--- src/rtl/mul_arbiter_pkg.sv ---
// rtl/mul_arbiter_pkg.sv - shared state codes, defaults and state decode helpers for mul_arbiter
package mul_arbiter_pkg;

  localparam int DEF_WIDTH   = 8;
  localparam int DEF_TIMEOUT = 64;

  typedef logic [2:0] state_t;

  localparam logic [2:0] IDLE = 3'd0;
  localparam logic [2:0] LOAD = 3'd1;
  localparam logic [2:0] BUSY = 3'd2;
  localparam logic [2:0] CAPT = 3'd3;
  localparam logic [2:0] DONE = 3'd4;

  // The granted client owns the multiplier from LOAD through DONE.
  function automatic logic owns_bus(input state_t s);
    return (s == LOAD) || (s == BUSY) || (s == CAPT) || (s == DONE);
  endfunction

  // Operands are presented to the multiplier from LOAD through CAPT.
  function automatic logic drives_ops(input state_t s);
    return (s == LOAD) || (s == BUSY) || (s == CAPT);
  endfunction

endpackage

--- src/rtl/mul_arbiter_rr_arb2.sv ---
// rtl/mul_arbiter_rr_arb2.sv - combinational two-way round-robin pick
module rr_arb2 (
  input  logic req0,
  input  logic req1,
  input  logic last,
  output logic pick,
  output logic valid
);

  // Lone requester wins; on contention the client that did not go last wins.
  always_comb begin
    valid = req0 | req1;
    if (req0 && req1) begin
      pick = ~last;
    end else begin
      pick = req1;
    end
  end

endmodule

--- src/rtl/mul_arbiter.sv ---
// rtl/mul_arbiter.sv - two-client round-robin sequencer for a shared multiplier (optional watchdog: MUL_ARB_WDOG_EN)
module mul_arbiter
  import mul_arbiter_pkg::*;
#(
  parameter int WIDTH   = DEF_WIDTH,
  parameter int TIMEOUT = DEF_TIMEOUT
) (
  input  logic               clk,
  input  logic               rst,
  input  logic               req0,
  input  logic [WIDTH-1:0]   a0,
  input  logic [WIDTH-1:0]   b0,
  input  logic               req1,
  input  logic [WIDTH-1:0]   a1,
  input  logic [WIDTH-1:0]   b1,
  output logic               gnt0,
  output logic               gnt1,
  output logic               done0,
  output logic               done1,
  output logic [2*WIDTH-1:0] res,
  output logic               err,
  output logic               mul_bgn,
  output logic [WIDTH-1:0]   mul_ibusa,
  output logic [WIDTH-1:0]   mul_ibusb,
  output logic               mul_rst_b,
  input  logic               mul_stop,
  input  logic [2*WIDTH-1:0] mul_obus
);

  state_t           state;
  logic             owner;
  logic             last;
  logic             stop_low;
  logic [WIDTH-1:0] op_a;
  logic [WIDTH-1:0] op_b;
  logic             pick;
  logic             pick_valid;

`ifdef MUL_ARB_WDOG_EN
  localparam int CNT_W = $clog2(TIMEOUT + 1);
  logic [CNT_W-1:0] wd_cnt;
  logic             abort_q;
`endif

  rr_arb2 u_rr (
    .req0  (req0),
    .req1  (req1),
    .last  (last),
    .pick  (pick),
    .valid (pick_valid)
  );

  // Job sequencing: grant, launch, wait for a fresh stop, capture, report.
  always_ff @(posedge clk or posedge rst) begin
    if (rst) begin
      state    <= IDLE;
      owner    <= 1'b0;
      last     <= 1'b1;
      stop_low <= 1'b0;
      op_a     <= '0;
      op_b     <= '0;
      res      <= '0;
`ifdef MUL_ARB_WDOG_EN
      wd_cnt   <= '0;
      abort_q  <= 1'b0;
`endif
    end else begin
      case (state)
        IDLE: begin
          if (pick_valid) begin
            owner <= pick;
            op_a  <= pick ? a1 : a0;
            op_b  <= pick ? b1 : b0;
            state <= LOAD;
          end
        end
        LOAD: begin
          stop_low <= 1'b0;
`ifdef MUL_ARB_WDOG_EN
          wd_cnt   <= '0;
`endif
          state    <= BUSY;
        end
        BUSY: begin
          // A stop still high from the previous job only counts after it has dropped once.
          if (!mul_stop) begin
            stop_low <= 1'b1;
          end
          if (mul_stop && stop_low) begin
            state <= CAPT;
          end
`ifdef MUL_ARB_WDOG_EN
          else if (wd_cnt == CNT_W'(TIMEOUT - 1)) begin
            res     <= '0;
            abort_q <= 1'b1;
            state   <= DONE;
          end else begin
            wd_cnt <= wd_cnt + 1'b1;
          end
`endif
        end
        CAPT: begin
          // The multiplier registers its product one cycle after stop.
          res   <= mul_obus;
          state <= DONE;
        end
        DONE: begin
          last  <= owner;
`ifdef MUL_ARB_WDOG_EN
          abort_q <= 1'b0;
`endif
          state <= IDLE;
        end
        default: state <= IDLE;
      endcase
    end
  end

  assign gnt0      = owns_bus(state) & ~owner;
  assign gnt1      = owns_bus(state) & owner;
  assign done0     = (state == DONE) & ~owner;
  assign done1     = (state == DONE) & owner;
  assign mul_bgn   = (state == LOAD);
  assign mul_ibusa = drives_ops(state) ? op_a : '0;
  assign mul_ibusb = drives_ops(state) ? op_b : '0;

`ifdef MUL_ARB_WDOG_EN
  assign err       = (state == DONE) & abort_q;
  assign mul_rst_b = ~rst & ~((state == DONE) & abort_q);
`else
  assign err       = 1'b0;
  assign mul_rst_b = ~rst;
`endif

endmodule

--- config.mk ---
export PLATFORM = sky130hd
export DESIGN_NAME = mul_arbiter
export DESIGN_NICKNAME = d
export VERILOG_FILES = /design/src/rtl/mul_arbiter_pkg.sv /design/src/rtl/mul_arbiter_rr_arb2.sv /design/src/rtl/mul_arbiter.sv
export SDC_FILE = /design/constraint.sdc
export NUM_CORES = 1
export LEC_CHECK = 0
export CORE_UTILIZATION = 35
export DETAILED_ROUTE_END_ITERATION = 7
export PLACE_DENSITY = 0.71
export SKIP_LAST_GASP = 1
export SYNTH_ARGS = -nofsm -noshare
export SYNTH_HDL_FRONTEND = slang
export SYNTH_HIERARCHICAL = 1
export SYNTH_SLANG_ARGS = --single-unit
--- constraint.sdc ---
create_clock -name clk -period 2.2 [get_ports clk]
set_input_delay 0.33 -clock clk [delete_from_list [all_inputs] [get_ports clk]]
set_output_delay 0.33 -clock clk [all_outputs]
set_load 0.02 [all_outputs]
; Word-level counts from Yosys, hierarchy flattened
; Cells that the tools add are included.
; W data, S select, Z words.
[word_totals]
regBits = 38
input_bits = 53
out_inout_bits = 39
word_cells = 42
[classes]
eq_ne = 7
muxes = 10
bitwise = 8
reduce_logical = 10
[ops]
columns = cell, count
row1 = $mux W8, 4
row2 = $pmux W3 S4, 1
row3 = $eq A3 B2 Y1 const B, 2
row4 = $mux W3, 2
row5 = $ne A2 B2 Y1 const B, 3
row6 = $reduce_and A2 Y1, 3
row7 = $and A1 B1 Y1, 4
row8 = $eq A3 B1 Y1 const B, 1
row9 = $eq A3 B3 Y1 const B, 1
row10 = $logic_not A3 Y1, 1
row11 = $logic_or A1 B1 Y1, 3
row12 = $not A1 Y1, 3
row13 = $logic_and A1 B1 Y1, 2
row14 = $mux W1, 2
row15 = $pmux W1 S2, 1
row16 = $reduce_bool A2 Y1, 1
row17 = $or A1 B1 Y1, 1

; Logic depth before layout (Yosys ltp)
[depth]
word_depth = 5
ltp_mapped = 5
mapped_depth_nobuf = 3

; Modules after synthesis
; Netlist, hierarchy kept.
[by_module_without_submodules]
columns = mod, instances, cells_each, area_per_inst_um2, seq_area_each_um2
row1 = mul_arbiter, 1, 137, 1843.0, 952.2
row2 = rr_arb2, 1, 2, 13.8, 0.0

; Least setup slack after synthesis
; Ideal clock, no wire load.
[synth_timing]
kind = reg2reg
from = register last
to = register op_a[0]
setup_ns = 0.125
arrival_ns = 1.598
required_time_ns = 2.075
slack_ns = 0.477
path_stages_with_launch = 6
n_path_buf = 2
path_cell_list = dfstp_2 -> a21boi_1 -> buf_2 -> clkbuf_1 -> mux2_2 -> mux2_2
[synth_between]
elab_chain_cells = 3
[synth_lines]
columns = element, line_no
row1 = start: declaration, mul_arbiter.sv:32  ; logic last;
row2 = start signal: assignment, mul_arbiter.sv:108  ; last <= owner;
row3 = $not A1 Y1, mul_arbiter_rr_arb2.sv:14  ; pick = ~last;
row4 = $mux W1, mul_arbiter_rr_arb2.sv:13  ; if (req0 && req1) begin
row5 = via pick, mul_arbiter.sv:36  ; logic pick;
row6 = $mux W8, mul_arbiter.sv:72  ; op_a <= pick ? a1 : a0;
row7 = end signal: assignment, mul_arbiter.sv:72
row8 = end: declaration, mul_arbiter.sv:34  ; logic [WIDTH-1:0] op_a;
; The timed path passes the listed nets, and every way through them passes these cells.
; A chain may end at the register's enable or synchronous reset.

; Worst setup path after layout
[layout_timing]
from = register state[2]
to = output mul_ibusb[5]
[layout_between]
elab_chain_cells = 4
elab_cells_between_ends = 6
classes_between = eq/ne: 3 / mux: 1 / reduce/logical: 2
[layout_lines]
columns = element, line_no
row1 = start: declaration, mul_arbiter.sv:30  ; state_t state;
row2 = start signal: assignment, mul_arbiter.sv:56  ; state <= IDLE;
row3 = start signal: assignment, mul_arbiter.sv:74  ; state <= LOAD;
row4 = start signal: assignment, mul_arbiter.sv:82  ; state <= BUSY;
row5 = $eq A3 B1 Y1 or $eq A3 B2 Y1 (tied branches), mul_arbiter_pkg.sv:22  ; return (s == LOAD) || (s == BUSY) || (s == CAPT);
row6 = $logic_or A1 B1 Y1, mul_arbiter_pkg.sv:22
row7 = $logic_or A1 B1 Y1 *, mul_arbiter_pkg.sv:22
row8 = $mux W8 *, mul_arbiter.sv:125  ; assign mul_ibusb = drives_ops(state) ? op_b : '0;
row9 = end: declaration, mul_arbiter.sv:24  ; output logic [WIDTH-1:0] mul_ibusb,
; Mark *: on every way between the ends. The rest lies on a longest branch, timed or not.

==> run_results.csv <==
group,metric,value,unit
status,status,"complete, no violations",
place,numPortBuffers,90,
place,dp_worst_setup_slack,141,ps
yosys,synthDistinctLibCells,28,
die,core-area,5110,um2
timing,hold_viol_final,0,
yosys,ys_top_cells_by_count,"mux2_2 (49), dfrtp_1 (37), and2_1 (17)",
yosys,synth-edff-count,0,
drt,drcViolationCount,0,
drt,viasPerCell,4.64,
grt,grt_overflow,0,
yosys,synth_compound_area_share,2.16,%
yosys,synthMuxAreaShare,30.3,%
timing,fin_crit_sh,97.3,%
clock_tree,clkTransAtPathRegs,80,ps
yosys,synth_fa_ha_area_share,0,%
die,die_area,5600,um2
grt,grt_pass1_vias,1488,
yosys,synth_area_leaders,"dfrtp_1 (50%), mux2_2 (30%), and2_1 (5.7%)",
layout,diodes,0,
timing,fmax,0.467,GHz
grt,antenna_found_initial,0,
worst_hold_path,hp-class,"primary input to asynchronous set/reset pin",
timing,tns,0,ps
place,place.gp.congestion,0.695,
grt,grt_max_degree,39,
yosys,avgSynthCellArea,13.4,um2
clock_tree,cts-root-buf,"clkbuf_8",
clock_tree,hold_buffers,0,
layout,fill_cells,443,
drt,first_pass_iters,4,
clock_tree,cts_num_sinks,38,
timing,slew_viol_final,0,
layout,drive_gt1_share,31.2,%
critical_path,critPathMaxFanout,8,
place,hpwlAfterDp,3.07,mm
yosys,synth_top_area_share,49.9,%
pwr,powerDensity,1420,nW/um2
layout,final_nets,289,
yosys,synth.cell_area,1860,um2
timing,period_minus_slack,2140,ps
pwr,p_leak,1.32,nW
clock_tree,cts_made_buffers,5,
die,die_h,74.8,um
yosys,synth_top_area_cell,"dfrtp_1",
yosys,yosysWarnings,6,
yosys,synth_cells,139,
pwr,peakVddDrop,749,uV
drt,num_vias,1425,
die,initial_core_util,36.4,%
critical_path,cp-end-kind,"primary output",
yosys,synth-simple-area-share,11.9,%
layout,area_delta_synth_final,60.9,%
drt,drtAntennaViolNets,0,
yosys,ys_seq_elements,38,
drt,drtIter0Drc,42,
die,die-width,74.8,um
clock_tree,clk_latency,290,ps
clock_tree,cts_tree,"done",
layout,multi_input_area,870,um2
die,ioPinCount,92,
grt,track_usage,16.3,%
grt,grt_pass1_wl,6.67,mm
critical_path,worst-setup-path-type,"flip-flop to primary output",
yosys,ys.flop_type,"dfrtp_1",
timing,hold_slack,489,ps
flow_run,maxCapViolCount,0,
yosys,synth-xor-area-share,0.472,%
drt,wl_per_cell,14.1,um
drt,wirelength,4.32,mm
clock_tree,clockBufferDepth,2,
yosys,yosysSeqAreaShare,51.3,%
yosys,yosysMostFrequentCell,"mux2_2",
yosys,synth_top_family_by_area,"multiplexers",
timing,layout_setup_ws,59.2,ps
die,rows,26,
timing,finalSetupViolCount,0,
timing,skew,7.73,ps
yosys,async_flop_share,100,%
critical_path,crit_required,1870,ps
clock_tree,htreeDepth,2,
critical_path,cp.arrival,1810,ps
yosys,synth_nets,192,
critical_path,cp-start-kind,"flip-flop",
layout,seqCellArea,956,um2
path summary, 6_finish.rpt:
path	slack (ps)	start	end	depth (start not counted)
max reg2reg	520	state[2]$_DFFE_PP0P_	res[15]$_DFFE_PP0P_	3
min in group clk	500	op_b[7]$_DFFE_PP0P_	op_b[7]$_DFFE_PP0P_	1
min	490	rst	res[0]$_DFFE_PP0P_	3
max	60	state[2]$_DFFE_PP0P_	mul_ibusb[5]	3
max in group asynchronous	1350	rst	state[1]$_DFFE_PP0P_	3
min reg2reg	500	op_b[7]$_DFFE_PP0P_	op_b[7]$_DFFE_PP0P_	1
state kept, by name (all words and copies together) (netlist names):
signal and cells:
op_a 8, op_b 8, state 3, owner 1
res 16, last 1, stop_low 1
area by class of cell:
cell class	count	share of cell area [%]
inverters	3	0.377
flip-flops and latches	38	32.0
well taps	70	2.93
repair buffers	98	32.8
clock inverters	2	0.335
clock buffers	6	2.43
multi-input cells	90	29.1
critical path, cell delays in order, from the launching register on:
cell and delay (ps):
dfrtp_2 480, o21ba_4 300, and2_1 140, clkdlybuf4s50_1 600
cells in the final DEF, fill, tap and decap left out, drive strengths merged, types with 2 or more instances in the layout:
cell / netlist / layout
and2: 17 / 17
nor3b: 2 / 2
dfrtp: 37 / 37
buf: 7 / 8
dlymetal6s2s: 0 / 8
inv: 3 / 3
clkbuf: 2 / 6
clkinv: 0 / 2
clkdlybuf4s50: 0 / 82
mux2: 50 / 50
nor2b: 3 / 3
nor3: 2 / 2
o21ba: 1 / 2
stage by stage:
step                power [mW]  area (um2)  utilization [%]  std cells
floorplan                 2.70        1860                -        139
global placement          3.70        2840             55.6        297
detailed placement        3.73        2840             55.6        297
global route              4.52        2990             58.5        307
CTS                       4.28        2950             57.8        306
finish                    4.24        2990             58.5        307
metal layers:
metal	vias up	GRT usage [%]	part of all wire (%)
met5	-	0	0
met4	0	5.66	2.5
met3	11	6.56	8.1
met2	66	28.7	49
met1	677	17.7	41
li1	671	-	-
cell families after synthesis:
group           after synthesis
xor+xnor                      1
simple gates                 32
other cells                   1
buf+inv                      12
mux                          50
compound gates                5
flops                        38
power breakdown:
part | internal (mW) | switching (mW)
clock | 0.220 | 0.242
combinational | 1.39 | 1.09
sequential | 1.07 | 0.231
total | 2.68 | 1.56
timing repair:
action / 4_1_cts / 5_1_grt
buffers inserted: 0 / 1
cloned: 1 / 0
gates resized for setup: 5 / 10
pin swaps: 0 / 0
setup endpoints to repair: 19 / 21
Power figures use the tool's default switching activity.
